[config.mk]
export PLATFORM = sky130hd
export DESIGN_NAME = seq_mult_param
export DESIGN_NICKNAME = d
export VERILOG_FILES = /design/src/rtl/seq_mult_pkg.sv /design/src/rtl/seq_mult_abs.sv /design/src/rtl/seq_mult_param.sv
export SDC_FILE = /design/constraint.sdc
export NUM_CORES = 1
export LEC_CHECK = 0
export CORE_AREA = 2 2 118 120
export CTS_CLUSTER_SIZE = 25
export DETAILED_ROUTE_END_ITERATION = 8
export DIE_AREA = 0 0 120 122
export PLACE_DENSITY = 0.4
export SKIP_LAST_GASP = 1
export SLEW_MARGIN = 20
export SYNTH_ARGS = -nofsm -noshare
export SYNTH_HDL_FRONTEND = slang
export SYNTH_SLANG_ARGS = --single-unit
[constraint.sdc]
create_clock -name clock -period 2 [get_ports clock]
set_input_delay 0.3 -clock clock [delete_from_list [all_inputs] [get_ports clock]]
set_output_delay 0.3 -clock clock [all_outputs]
set_load 0.02 [all_outputs]
[src/rtl/seq_mult_pkg.sv]
// Shared definitions for the sequential add-and-shift multiplier:
// FSM state encodings and the iteration-counter width helper.
package seq_mult_pkg;

    localparam logic [2:0] ST_IDLE  = 3'd0;
    localparam logic [2:0] ST_ADD   = 3'd1;
    localparam logic [2:0] ST_SHIFT = 3'd2;
    localparam logic [2:0] ST_NEG   = 3'd3;
    localparam logic [2:0] ST_DONE  = 3'd4;

    typedef enum logic [2:0] {
        IDLE  = ST_IDLE,
        ADD   = ST_ADD,
        SHIFT = ST_SHIFT,
        NEG   = ST_NEG,
        DONE  = ST_DONE
    } state_e;

    // Counter must hold the value WIDTH_B itself, hence the +1.
    function automatic int unsigned cnt_width(input int unsigned width_b);
        return $clog2(width_b + 1);
    endfunction

endpackage

[src/rtl/seq_mult_abs.sv]
// Combinational two's-complement magnitude with sign bit, gated by signed mode.
// The most-negative input maps to 2^(W-1), which is representable unsigned in W bits.
module seq_mult_abs #(
    parameter int unsigned W = 8
) (
    input  logic [W-1:0] i_value,
    input  logic         i_signed_mode,
    output logic [W-1:0] o_mag,
    output logic         o_neg
);

    assign o_neg = i_signed_mode & i_value[W-1];
    assign o_mag = o_neg ? (~i_value + W'(1)) : i_value;

endmodule

[src/rtl/seq_mult_param.sv]
// Parametrised sequential add-and-shift multiplier with start/ready/done handshake.
// Operands are multiplied as magnitudes; a final negate applies the sign in signed mode.
// Optional macro SEQ_MULT_EARLY_TERM_EN: leave the shift loop as soon as the remaining
// multiplier is zero (data-dependent latency, identical products).
// All state updates on the falling clock edge.
module seq_mult_param
    import seq_mult_pkg::*;
#(
    parameter int unsigned WIDTH_A = 8,
    parameter int unsigned WIDTH_B = 8,
    parameter int unsigned PW      = WIDTH_A + WIDTH_B
) (
    input  logic               clock,
    input  logic               reset,
    input  logic               start,
    input  logic               signed_mode,
    input  logic [WIDTH_A-1:0] a_in,
    input  logic [WIDTH_B-1:0] b_in,
    output logic [PW-1:0]      r,
    output logic               ready,
    output logic               done
);

    localparam int unsigned CW = cnt_width(WIDTH_B);

    state_e             r_state;
    state_e             w_state_next;
    logic [PW-1:0]      r_a;
    logic [PW-1:0]      r_prod;
    logic [WIDTH_B-1:0] r_b;
    logic [CW-1:0]      r_cnt;
    logic               r_sign;

    logic [WIDTH_A-1:0] w_a_mag;
    logic [WIDTH_B-1:0] w_b_mag;
    logic               w_a_neg;
    logic               w_b_neg;
    logic [WIDTH_B-1:0] w_b_shift;
    logic               w_last;

    seq_mult_abs #(.W(WIDTH_A)) u_abs_a (
        .i_value      (a_in),
        .i_signed_mode(signed_mode),
        .o_mag        (w_a_mag),
        .o_neg        (w_a_neg)
    );

    seq_mult_abs #(.W(WIDTH_B)) u_abs_b (
        .i_value      (b_in),
        .i_signed_mode(signed_mode),
        .o_mag        (w_b_mag),
        .o_neg        (w_b_neg)
    );

    // Multiplier value after this SHIFT, and whether this SHIFT ends the loop.
    always_comb begin
        w_b_shift = r_b >> 1;
`ifdef SEQ_MULT_EARLY_TERM_EN
        w_last    = (r_cnt == CW'(1)) || (w_b_shift == '0);
`else
        w_last    = (r_cnt == CW'(1));
`endif
    end

    // State register.
    always_ff @(negedge clock or negedge reset) begin
        if (!reset) begin
            r_state <= IDLE;
        end else begin
            r_state <= w_state_next;
        end
    end

    // Next-state decode.
    always_comb begin
        w_state_next = r_state;
        case (r_state)
            IDLE: begin
                if (start) begin
                    w_state_next = w_b_mag[0] ? ADD : SHIFT;
                end
            end
            ADD:   w_state_next = SHIFT;
            SHIFT: begin
                if (!w_last) begin
                    w_state_next = w_b_shift[0] ? ADD : SHIFT;
                end else begin
                    // Zero product never gets negated, so -0 cannot appear.
                    w_state_next = (r_sign && (r_prod != '0)) ? NEG : DONE;
                end
            end
            NEG:     w_state_next = DONE;
            DONE:    w_state_next = IDLE;
            default: w_state_next = IDLE;
        endcase
    end

    // Datapath: capture on accepted start, accumulate, shift, sign-correct.
    always_ff @(negedge clock or negedge reset) begin
        if (!reset) begin
            r_a    <= '0;
            r_b    <= '0;
            r_cnt  <= '0;
            r_sign <= 1'b0;
            r_prod <= '0;
        end else begin
            case (r_state)
                IDLE: begin
                    if (start) begin
                        r_a    <= {{WIDTH_B{1'b0}}, w_a_mag};
                        r_b    <= w_b_mag;
                        r_cnt  <= CW'(WIDTH_B);
                        r_sign <= w_a_neg ^ w_b_neg;
                        r_prod <= '0;
                    end
                end
                ADD: r_prod <= r_prod + r_a;
                SHIFT: begin
                    r_a   <= r_a << 1;
                    r_b   <= w_b_shift;
                    r_cnt <= r_cnt - CW'(1);
                end
                NEG:     r_prod <= ~r_prod + PW'(1);
                default: ;
            endcase
        end
    end

    assign r     = r_prod;
    assign ready = (r_state == IDLE);
    assign done  = (r_state == DONE);

endmodule

==> flow_metrics.py <==
metrics = {
    "run_status": {
        "status": "finished, violations left",
        "violations": "setup timing",
    },
    "clock_network": {
        "cts_buffers": 5,
        "clockBufferDepth": 2,
        "htree_num_levels": 2,
        "cts_tree": "yes",
        "worst_skew_pair.late_latency_ns": 0.32,
        "clkTransAtPathRegs_ns": 0.05,
        "hold_buffers": 0,
        "cts_sinks": 47,
        "cts-root-buf": "clkbuf_16",
    },
    "power_and_ir_drop": {
        "totalPowerFinal_mw": 8.66,
        "ir_worst_vdd_mv": 0.481,
        "pwr_density_cell_nw_per_um2": 1610,
        "p_leak_nw": 2.43,
    },
    "cells_and_area": {
        "nets": 587,
        "stdcell_count": 727,
        "drive_gt1_share_pct": 42.2,
        "syn_to_final_growth_pct": 63.6,
        "stdcell_area_sq_um": 5370,
        "num_antenna_cells": 0,
    },
    "worst_hold_path": {
        "holdPathEnd": "r_cnt[3]",
        "worstHoldPathType": "flip-flop to flip-flop",
        "min-delay-start": "r_cnt[3]",
        "hold_depth": 1,
    },
    "synthesis": {
        "synth-main-ff-cell": "dfrtn_1",
        "netlist_area_sq_um": 3280,
        "ys_warn_count": 0,
        "synth-seq-cells": 47,
        "syn_avg_cell_area_sq_um": 8.44,
        "synth_cells": 389,
        "synthDistinctLibCells": 52,
        "synth_edf_count": 0,
        "synth_seq_area_share_pct": 35.8,
        "async_flop_share_pct": 100,
        "synthesis.nets": 430,
    },
    "route": {
        "drtIter0Drc": 194,
        "ant_nets": 0,
        "detail_route.first_pass.iterations": 4,
        "route.detailed.drc": 0,
        "vias": 3431,
        "wirelength_um": 10300,
        "routedWlPerCell_um": 14.2,
        "vias_per_cell": 4.72,
    },
    "critical_path": {
        "cp-start-kind": "flip-flop",
        "crit-reg2reg-launch": "r[0]",
        "r2r-end": "r[10]",
        "critPathRequiredTime_ns": 1.70,
        "ff2ff_path_depth": 10,
        "r2r_slack_ns": -0.36,
        "worstSetupPathType": "flip-flop to output pin",
        "cp_max_fo": 4,
        "worstPathArrival_ns": 2.16,
        "end_kind": "output pin",
    },
    "global_routing": {
        "grt_pass1_vias": 3539,
        "grtUsageTotal_pct": 14.9,
        "grt-ovfl-total": 0,
        "grtUsageMet2_pct": 25.9,
        "grt_max_degree": 48,
        "busiest_layer": "met2",
        "grt_pass1_wl_um": 17400,
        "grt_antenna_before_repair": 0,
        "met1_usage_pct": 19.0,
        "use_met3_pct": 2.53,
    },
    "sta": {
        "setup_viol": 32,
        "tightest_slew_ns": 0.650,
        "rsz0062_at_grt": "yes",
        "finalClockSkew_ns": 0.00495,
        "fin_setup_tns_ns": -6.27,
        "hold_violations": 0,
        "slew_headroom_pct": 56.7,
        "slew_viol_final": 0,
        "setup_ws_ns": -0.459,
    },
    "run": {
        "cap_violations": 0,
    },
    "floorplanning": {
        "coreArea_sq_um": 13500,
        "die_x_um": 120,
        "die_y_um": 122,
        "fp-row-count": 43,
        "dieArea_sq_um": 14600,
        "ios": 38,
        "initial_core_util_pct": 24.3,
    },
    "place": {
        "pre_cts_ws_ns": -0.883,
        "dpl.hpwl_um": 7650,
        "port_buffers": 37,
        "dp_cells": 695,
        "post_dp_cell_area_sq_um": 4720,
        "place.gp.congestion": 0.826,
    },
}
[layer usage]
layer,routed length (um),part of all wire (%),vias to the layer above
met5,0,0,-
met4,150,1.5,0
met3,326,3.2,11
met2,5170,50,53
met1,4690,45,1615
li1,-,-,1752
[cells by family after synthesis]
kind of cell             count (synthesis)  synth area share (%)
buffers and inverters                   29                  3.47
AO/OA/AOI/OAI                          123                  24.5
multiplexers                             2                 0.610
XOR/XNOR                                22                  5.87
flip-flops                              47                  35.8
adder cells (fa/ha/maj)                 21                  8.23
AND/OR/NAND/NOR                        145                  21.5
[through the flow]
stage,utilization [%],hold slack (ns)
3_5_place_dp,35.0,0.445
5_1_grt,39.8,0.455
6_report,39.8,0.430
3_3_place_gp,35.0,0.406
4_1_cts,38.7,0.444
2_1_floorplan,-,0.382
[critical path: stages, from the launching register on]
cell and delay (ns):
dfrtn_1 0.42, nor3_4 0.25, buf_4 0.17
[timing repair]
action	CTS	global route
setup buffers	18	8
setup endpoints to repair	65	47
resized for setup	202	38
pin swaps	37	35
[worst max-delay path by stage]
stage | start | end | slack (ns) | cells past startpoint
floorplan | r[0] | r[14] | -0.21 | 9
CTS | r_state[0] | ready | -0.48 | 2
finish | r_state[0] | ready | -0.46 | 2
detailed placement | start | r[2] | -0.88 | 7
global route | r_state[0] | ready | -0.53 | 2
global placement | start | r[2] | -0.89 | 7
[sequential cells by signal, summed over array words and instances (netlist names)]
name	count
r_b	7
r_sign	1
r_state	3
r_a	16
r_cnt	4
r	16
[cell usage in the layout, fill, tap and decap left out, types with 4 or more instances in the layout]
cell         n
a22oi_1     11
nand2_1     41
xnor2_1     14
dfrtn_1     47
inv_2        5
a21o_1       6
nor2_1      26
ha_1        13
ha_4         7
buf_4      112
nand3_1     17
o21ai_1     19
a211oi_1     5
a21oi_1     17
xor2_1       5
o21ai_2      4
inv_1        8
clkbuf_16    5
clkbuf_2     4
nor2_2       5
buf_6       30
nor4_1       4
o211ai_1     6
buf_2        7
a21oi_2      4
o21ai_0     15
nor3_1      16
[where the power goes]
part | switching [mW] | internal (mW)
clock | 0.401 | 0.501
combinational | 2.94 | 3.05
sequential | 0.359 | 1.41
[cell usage after synthesis, drive strengths merged, types with 3 or more instances]
library cell,count,area share (%)
a211oi,7,1.6
a21o,8,1.9
a21oi,22,3.4
a22oi,12,2.7
a31oi,6,1.1
and2,3,0.57
buf,4,0.61
clkbuf,9,1.0
dfrtn,47,36
ha,20,7.6
inv,16,1.8
nand2,43,4.9
nand2b,4,0.76
nand3,19,2.9
nor2,32,3.7
nor3,20,3.0
nor3b,3,0.69
nor4,6,1.3
o211ai,6,1.4
o21a,3,0.69
o21ai,38,5.8
o21bai,3,0.69
or4,5,1.5
xnor2,17,4.5
xor2,5,1.3
[area by class of cell]
type,instances,area (sq um)
Clock buffer,6,139
Clock inverter,2,16.3
Fill cell,1359,8130
Inverter,16,67.6
Multi-Input combinational cell,313,2380
Sequential cell,47,1180
Tap cell,180,225
Timing Repair Buffer,163,1370
No activity file was read; power rests on OpenSTA's default activity.
